$ cat config.mk
export PLATFORM = sky130hd
export DESIGN_NAME = nlms_axi_burst_reader
export DESIGN_NICKNAME = d
export VERILOG_FILES = /design/src/rtl/nlms_axi_pkg.sv /design/src/rtl/nlms_sync_fifo.sv /design/src/rtl/nlms_axi_burst_reader.sv
export SDC_FILE = /design/constraint.sdc
export NUM_CORES = 1
export LEC_CHECK = 0
export ABC_CLOCK_PERIOD_IN_PS = 5900
export CAP_MARGIN = 5
export CORE_MARGIN = 4
export CORE_UTILIZATION = 40
export DETAILED_ROUTE_END_ITERATION = 6
export SYNTH_ARGS = -nofsm -noshare
export SYNTH_HDL_FRONTEND = slang
export SYNTH_SLANG_ARGS = --single-unit
$ cat constraint.sdc
create_clock -name ACLK -period 5.9 [get_ports ACLK]
set_input_delay 1.18 -clock ACLK [delete_from_list [all_inputs] [get_ports ACLK]]
set_output_delay 1.18 -clock ACLK [all_outputs]
set_load 0.005 [all_outputs]
$ cat src/rtl/nlms_axi_pkg.sv
// nlms_axi_pkg: AXI response/burst constants, reader FSM states and
// a response-classification helper shared by the NLMS fetch path.
package nlms_axi_pkg;

    localparam logic [1:0] RESP_OKAY   = 2'b00;
    localparam logic [1:0] RESP_EXOKAY = 2'b01;
    localparam logic [1:0] RESP_SLVERR = 2'b10;
    localparam logic [1:0] RESP_DECERR = 2'b11;

    localparam logic [1:0] BURST_INCR = 2'b01;
    localparam logic [2:0] SIZE_4B    = 3'b010;

    typedef enum logic [2:0] {
        IDLE,
        CREDIT,
        ADDR,
        DATA,
        DRAIN
    } reader_state_t;

    // EXOKAY is unexpected for a plain read, so it counts as an error.
    function automatic logic resp_is_err(input logic [1:0] resp);
        logic err;
        err = 1'b1;
        unique case (resp)
            RESP_OKAY:   err = 1'b0;
            RESP_EXOKAY,
            RESP_SLVERR,
            RESP_DECERR: err = 1'b1;
        endcase
        return err;
    endfunction

endpackage

$ cat src/rtl/nlms_sync_fifo.sv
// nlms_sync_fifo: single-clock FIFO, register-array storage.
// Ports: clk/rst_n, push/wdata, pop/rdata, full, empty, count.
module nlms_sync_fifo #(
    parameter int WIDTH = 32,
    parameter int DEPTH = 16
) (
    input  logic                     clk,
    input  logic                     rst_n,
    input  logic                     push,
    input  logic [WIDTH-1:0]         wdata,
    input  logic                     pop,
    output logic [WIDTH-1:0]         rdata,
    output logic                     full,
    output logic                     empty,
    output logic [$clog2(DEPTH):0]   count
);

    localparam int AW = $clog2(DEPTH);
    localparam logic [AW-1:0] PTR_ONE = (AW)'(1);

    logic [WIDTH-1:0] mem [DEPTH];
    logic [AW-1:0]    wr_ptr;
    logic [AW-1:0]    rd_ptr;
    logic             do_push;
    logic             do_pop;

    assign do_push = push && !full;
    assign do_pop  = pop && !empty;
    assign full    = (count == (AW+1)'(DEPTH));
    assign empty   = (count == '0);
    assign rdata   = mem[rd_ptr];

    always_ff @(posedge clk or negedge rst_n) begin
        if (!rst_n) begin
            for (int i = 0; i < DEPTH; i++) begin
                mem[i] <= '0;
            end
            wr_ptr <= '0;
            rd_ptr <= '0;
            count  <= '0;
        end else begin
            if (do_push) begin
                mem[wr_ptr] <= wdata;
                wr_ptr      <= wr_ptr + PTR_ONE;
            end
            if (do_pop) begin
                rd_ptr <= rd_ptr + PTR_ONE;
            end
            count <= count
                   + (AW+1)'(do_push)
                   - (AW+1)'(do_pop);
        end
    end

endmodule

$ cat src/rtl/nlms_axi_burst_reader.sv
// nlms_axi_burst_reader: AXI4 read master fetching a sample block and
// streaming it out on AXI4-Stream. Ports: ACLK/ARESETN, start/base_addr/
// num_beats, busy/done/rd_error, M_AXI_AR*, M_AXI_R*, M_AXIS_T*.
module nlms_axi_burst_reader
    import nlms_axi_pkg::*;
#(
    parameter int C_AXI_ADDR_WIDTH = 32,
    parameter int C_AXI_DATA_WIDTH = 32,
    parameter int C_AXI_ID_WIDTH   = 1,
    parameter int C_BURST_LEN      = 8,
    parameter int C_FIFO_DEPTH     = 16,
    parameter int C_CNT_WIDTH      = 16
) (
    input  logic                        ACLK,
    input  logic                        ARESETN,
    input  logic                        start,
    input  logic [C_AXI_ADDR_WIDTH-1:0] base_addr,
    input  logic [C_CNT_WIDTH-1:0]      num_beats,
    output logic                        busy,
    output logic                        done,
    output logic                        rd_error,
    output logic [C_AXI_ID_WIDTH-1:0]   M_AXI_ARID,
    output logic [C_AXI_ADDR_WIDTH-1:0] M_AXI_ARADDR,
    output logic [7:0]                  M_AXI_ARLEN,
    output logic [2:0]                  M_AXI_ARSIZE,
    output logic [1:0]                  M_AXI_ARBURST,
    output logic                        M_AXI_ARVALID,
    input  logic                        M_AXI_ARREADY,
    input  logic [C_AXI_ID_WIDTH-1:0]   M_AXI_RID,
    input  logic [C_AXI_DATA_WIDTH-1:0] M_AXI_RDATA,
    input  logic [1:0]                  M_AXI_RRESP,
    input  logic                        M_AXI_RLAST,
    input  logic                        M_AXI_RVALID,
    output logic                        M_AXI_RREADY,
    output logic [C_AXI_DATA_WIDTH-1:0] M_AXIS_TDATA,
    output logic                        M_AXIS_TVALID,
    output logic                        M_AXIS_TLAST,
    input  logic                        M_AXIS_TREADY
);

    localparam int FCW = $clog2(C_FIFO_DEPTH) + 1;
    localparam int EW  = C_CNT_WIDTH + 1;
    localparam logic [C_CNT_WIDTH-1:0] CNT_ONE =
        (C_CNT_WIDTH)'(1);
    localparam logic [C_CNT_WIDTH-1:0] CNT_BURST =
        (C_CNT_WIDTH)'(C_BURST_LEN);

    reader_state_t               state;
    logic [C_AXI_ADDR_WIDTH-1:0] addr;
    logic [C_AXI_ADDR_WIDTH-1:0] burst_bytes;
    logic [C_CNT_WIDTH-1:0]      remaining;
    logic [C_CNT_WIDTH-1:0]      left_to_stream;
    logic [C_CNT_WIDTH-1:0]      burst_cnt;
    logic [C_CNT_WIDTH-1:0]      len;
    logic [EW-1:0]               free_slots;
    logic [EW-1:0]               need;
    logic [FCW-1:0]              fifo_count;
    logic                        fifo_full;
    logic                        fifo_empty;
    logic                        fifo_push;
    logic                        fifo_pop;
    logic                        last_beat;
    logic                        sig_unused;

    assign M_AXI_ARID    = '0;
    assign M_AXI_ARSIZE  = SIZE_4B;
    assign M_AXI_ARBURST = BURST_INCR;

    assign len = (remaining > CNT_BURST) ? CNT_BURST : remaining;

    // burst_cnt holds beats already committed to the FIFO but not yet
    // received, so the credit check stays safe if bursts ever overlap.
    assign free_slots = (EW)'(C_FIFO_DEPTH) - (EW)'(fifo_count);
    assign need       = (EW)'(len) + (EW)'(burst_cnt);

    assign burst_bytes = (C_AXI_ADDR_WIDTH)'(burst_cnt) << 2;
    assign last_beat   = (burst_cnt == CNT_ONE);

    assign fifo_push     = M_AXI_RVALID && M_AXI_RREADY;
    assign M_AXIS_TVALID = !fifo_empty;
    assign fifo_pop      = M_AXIS_TVALID && M_AXIS_TREADY;
    assign M_AXIS_TLAST  = M_AXIS_TVALID
                        && (left_to_stream == CNT_ONE);

    // RID is not checked (single ID); full is covered by the credit.
    assign sig_unused = ^{M_AXI_RID, fifo_full};

    nlms_sync_fifo #(
        .WIDTH (C_AXI_DATA_WIDTH),
        .DEPTH (C_FIFO_DEPTH)
    ) u_fifo (
        .clk   (ACLK),
        .rst_n (ARESETN),
        .push  (fifo_push),
        .wdata (M_AXI_RDATA),
        .pop   (fifo_pop),
        .rdata (M_AXIS_TDATA),
        .full  (fifo_full),
        .empty (fifo_empty),
        .count (fifo_count)
    );

    always_ff @(posedge ACLK or negedge ARESETN) begin
        if (!ARESETN) begin
            state          <= IDLE;
            busy           <= 1'b0;
            done           <= 1'b0;
            rd_error       <= 1'b0;
            addr           <= '0;
            remaining      <= '0;
            left_to_stream <= '0;
            burst_cnt      <= '0;
            M_AXI_ARVALID  <= 1'b0;
            M_AXI_ARADDR   <= '0;
            M_AXI_ARLEN    <= '0;
            M_AXI_RREADY   <= 1'b0;
        end else begin
            done <= 1'b0;
            if (fifo_pop) begin
                left_to_stream <= left_to_stream - CNT_ONE;
            end
            unique case (state)
                IDLE: begin
                    if (start) begin
                        rd_error       <= 1'b0;
                        addr           <= base_addr;
                        remaining      <= num_beats;
                        left_to_stream <= num_beats;
                        if (num_beats == '0) begin
                            done <= 1'b1;
                        end else begin
                            busy  <= 1'b1;
                            state <= CREDIT;
                        end
                    end
                end
                CREDIT: begin
                    if (free_slots >= need) begin
                        M_AXI_ARVALID <= 1'b1;
                        M_AXI_ARADDR  <= addr;
                        M_AXI_ARLEN   <= 8'(len - CNT_ONE);
                        burst_cnt     <= len;
                        state         <= ADDR;
                    end
                end
                ADDR: begin
                    if (M_AXI_ARREADY) begin
                        M_AXI_ARVALID <= 1'b0;
                        addr          <= addr + burst_bytes;
                        remaining     <= remaining - burst_cnt;
                        M_AXI_RREADY  <= 1'b1;
                        state         <= DATA;
                    end
                end
                DATA: begin
                    // Own beat counter decides the burst end; a
                    // misplaced RLAST is only flagged.
                    if (M_AXI_RVALID) begin
                        burst_cnt <= burst_cnt - CNT_ONE;
                        if (resp_is_err(M_AXI_RRESP)
                            || (M_AXI_RLAST != last_beat)) begin
                            rd_error <= 1'b1;
                        end
                        if (last_beat) begin
                            M_AXI_RREADY <= 1'b0;
                            state <= (remaining != '0)
                                   ? CREDIT : DRAIN;
                        end
                    end
                end
                DRAIN: begin
                    if (left_to_stream == '0) begin
                        done  <= 1'b1;
                        busy  <= 1'b0;
                        state <= IDLE;
                    end
                end
                default: state <= IDLE;
            endcase
        end
    end

endmodule

==> qor.yml <==
run_status:
  run_status: "complete, no violations"
floorplan:
  die_area_sq_um: 86110
  die_height_microns: 293.4
  fp.dieW_microns: 293.4
  coreArea_sq_um: 80680
  floorplan.io_pins: 175
  starting_density_of_the_core_pct: 40.40
  core.rowCount: 104
power_and_ir_drop:
  power.total_mw: 22.43
  pwr_density_cell_nw_per_um2: 591.9
  static-leakage-power_nw: 17.01
  max_vdd_drop_v: 0.0004253
layout:
  layout-drive-gt1-share_pct: 27.73
  stdcell_area_sq_um: 37900
  nets: 3006
  synthToLayoutAreaGrowth_pct: 16.30
  final_util_pct: 46.98
yosys:
  yosysWarnings: 0
  ys_types: 69
  synth_enable_flop_cells: 0
  synth.area.top_cells: "dfrtp_1 (50%), mux2_2 (19%), mux4_2 (4.4%)"
  yosysTopAreaCell: "dfrtp_1"
  synthesis.area_per_instance_sq_um: 12.01
  share_of_the_synthesized_area_in_the_top_cell_type_pct: 50.14
  mappedNetlistArea_sq_um: 32590
  async_s_r_ff_share_synth_pct: 100.0
  yosysSeqAreaShare_pct: 50.14
  postSynth.topFlopCell: "dfrtp_1"
  synth_cells: 2714
  ys_seq_elements: 653
global_route:
  grt_first_pass_wirelength_mm: 137.8
  pin_count_of_the_biggest_net_entering_global_routing: 133
  number_of_antenna_violations_at_the_first_check_in_global_routing: 4
  grt_overflow_total: 0
  global_route.usage.total_pct: 20.40
  grt_pass1_vias: 23480
critical_path:
  cpMaxStageDelayCell: "a211o_2"
  cpMostUsedCell: "a21oi_1"
  crit-reg2reg-capture: "M_AXI_ARADDR[0]"
  critical_path.max_fanout: 36
  worst-r2r-cell-count: 21
  cp.arrival_ns: 5.92
  cpLargestDelayFamily: "compound AO/OA/AOI/OAI gates"
  critical-path-max-stage-delay_ns: 0.55
  cp_data_required_time_ns: 6.44
  critical_path.reg2reg.startpoint: "remaining[15]"
  critPathCaptureType: "flop"
  timing.setup.critical_path_class: "flop to flop"
  crit_path_cell_trace: "nor4_1 > and4_1 > nand2_1 > inv_1 > ha_1 > fa_1 > a21o_1 > a21oi_1 > o211ai_1 > a31oi_1 > o311ai_0 > a21oi_1 > xor2_1 > ha_1 > a21oi_1 > o21ai_0 > a21oi_1 > a211o_2 > buf_12 > nand2_1 > nand2_1"
  r2r_slack_ns: 0.52
  worstSetupStartpointType: "flop"
  cp.buffers_inverters: 2
timing:
  max_slew_margin_pct: 25.32
  max_freq_mhz: 186.0
  worst-slew-pin-transition_ns: 1.120
  period_share_pct: 91.14
  rsz0062_at_grt: "no"
  setup_total_negative_slack_ns: 0
  clock-skew-final_ns: 0.03401
  fin_hold_ws_ns: 0.4749
  report.final.setup_viol: 0
  hold_viol: 0
  timing.final.max_slew_violations: 0
  final_period_minus_worst_setup_slack_ns: 5.377
detailed_routing:
  drc: 0
  route.vias.total: 22380
  route.detailed.wl_per_inst_microns: 22.45
  drt_pass1_iterations: 6
  final_antenna_net_count: 0
  viasPerCell: 5.679
  dr.first_iter.drc_count: 1363
  overall_routed_net_length_mm: 88.45
clock_tree:
  clock_sinks: 653
  ctsLongestPathBuffers: 3
  cts.repair.resized: 0
  number_of_h_tree_levels: 3
  clock_latency_ns: 0.63
  clock_root_buffer: "clkbuf_16"
  clkTransAtPathRegs_ns: 0.06
  postCtsSetupBuffers: 0
  tritoncts_clock_tree: "built"
  cts_inserted_buffers: 75
  cts_hold_buffers: 0
placed_design:
  routabilityCongestion: 0.8593
  placed_cell_area_sq_um: 35440
  portBuffers: 167
  post_dp_hpwl_mm: 54.90
min_path:
  holdCritStartpoint: "M_AXI_ARADDR[1]"
  worst_hold_path_class: "flop to flop"
  worstHoldPathCells: 2
  min_delay_worst_endpoint: "M_AXI_ARADDR[1]"
run:
  max_cap_viol_count: 0
==> per-stage QoR <==
step	worst slack (ns)	instances
2_1_floorplan	1.308	2729
3_3_place_gp	0.7137	3811
3_5_place_dp	0.5997	3811
4_1_cts	0.5402	3938
5_1_grt	0.001798	3939
6_report	0.5227	3940
==> Yosys cell counts, drive strengths merged (10+ instances only) <==
cell	n
dfrtp	653
mux2	540
nand2	283
o21ai	131
clkbuf	109
mux2i	108
a21oi	105
nor2	87
ha	84
buf	81
mux4	64
inv	49
nand3	45
a221oi	34
a22oi	33
xnor2	30
xor2	28
nor3	20
nor2b	19
or3	17
o211ai	16
nand4	14
a31oi	13
nor4	13
and3	12
a21o	11
and2	11
o22ai	10
==> kinds of logic after synthesis <==
group	Yosys count	synth area share [%]
buffers and inverters	239	2.906
AO/OA/AOI/OAI	413	7.924
flip-flops	653	50.14
multiplexers	712	26.40
AND/OR/NAND/NOR	549	7.582
XOR/XNOR	58	1.559
other	2	0.02304
adder cells (fa/ha/maj)	88	3.471
==> how the worst max path moves through the flow <==
stage	start	to	slack (ns)	cells past startpoint
6_report	remaining[15]	M_AXI_ARADDR[0]	0.52	21
5_1_grt	remaining[15]	burst_cnt[7]	0.002	21
3_5_place_dp	remaining[15]	burst_cnt[9]	0.60	21
4_1_cts	remaining[15]	burst_cnt[7]	0.54	21
3_3_place_gp	remaining[15]	burst_cnt[9]	0.71	21
2_1_floorplan	remaining[15]	M_AXI_ARADDR[28]	1.31	23
==> report_power, final <==
group          internal [mW]  total, mW  switching (mW)  leakage, nW
Sequential              6.52       8.01            1.48         8.19
Clock                   2.73       4.61            1.88         1.21
Combinational           5.01       9.81            4.80         7.61
Total                   14.3       22.4            8.17         17.0
==> registers in the layout, indices dropped and copies added, names as in the netlist <==
signal and count:
rd_error 1, M_AXI_ARVALID 1, M_AXI_ARADDR 32, done 1, addr 32, M_AXI_RREADY 1
u_fifo.rd_ptr 4, M_AXI_ARLEN 8, left_to_stream 16, remaining 16, u_fifo.count 5, burst_cnt 16
u_fifo.mem 512, state 3, busy 1, u_fifo.wr_ptr 4
==> metal layers <==
metal  global-route usage, %  part of all wire, %  up-vias
li1                        -                    -    10040
met1                   27.04                   44    11610
met2                   34.61                   49      549
met3                   3.424                  4.6      172
met4                   6.070                  2.9        4
met5                       0                0.024        -
==> layout by cell type, fill, tap and decap left out, types with 64 or more instances in the layout <==
master,count
clkdlybuf4s50_1,166
o21ai_0,130
a21oi_1,105
mux2i_1,108
clkbuf_16,76
nor2_1,86
dfrtp_1,649
mux2_2,540
mux4_2,64
nand2_1,270
ha_1,84
==> area by class of cell <==
cell class | instances | area (sq um)
Timing Repair Buffer | 212 | 2140
Multi-Input combinational cell | 1837 | 15430
Clock inverter | 19 | 260.3
Clock buffer | 108 | 2202
Antenna cell | 2 | 5.005
Inverter | 49 | 183.9
Tap cell | 1060 | 1326
Fill cell | 7257 | 42770
Sequential cell | 653 | 16350
==> worst reg2reg max path: cells and delay by family, from the launching register on <==
kind | cells | cell delay, ns
buffers and inverters | 2 | 0.37
and+or+nand+nor | 5 | 1.02
DFF | 1 | 0.42
adders and majority gates | 3 | 0.72
AOI/OAI and AO/OA | 10 | 2.59
xor gates and xnor gates | 1 | 0.17
No activity file was read; power rests on OpenSTA's default activity.
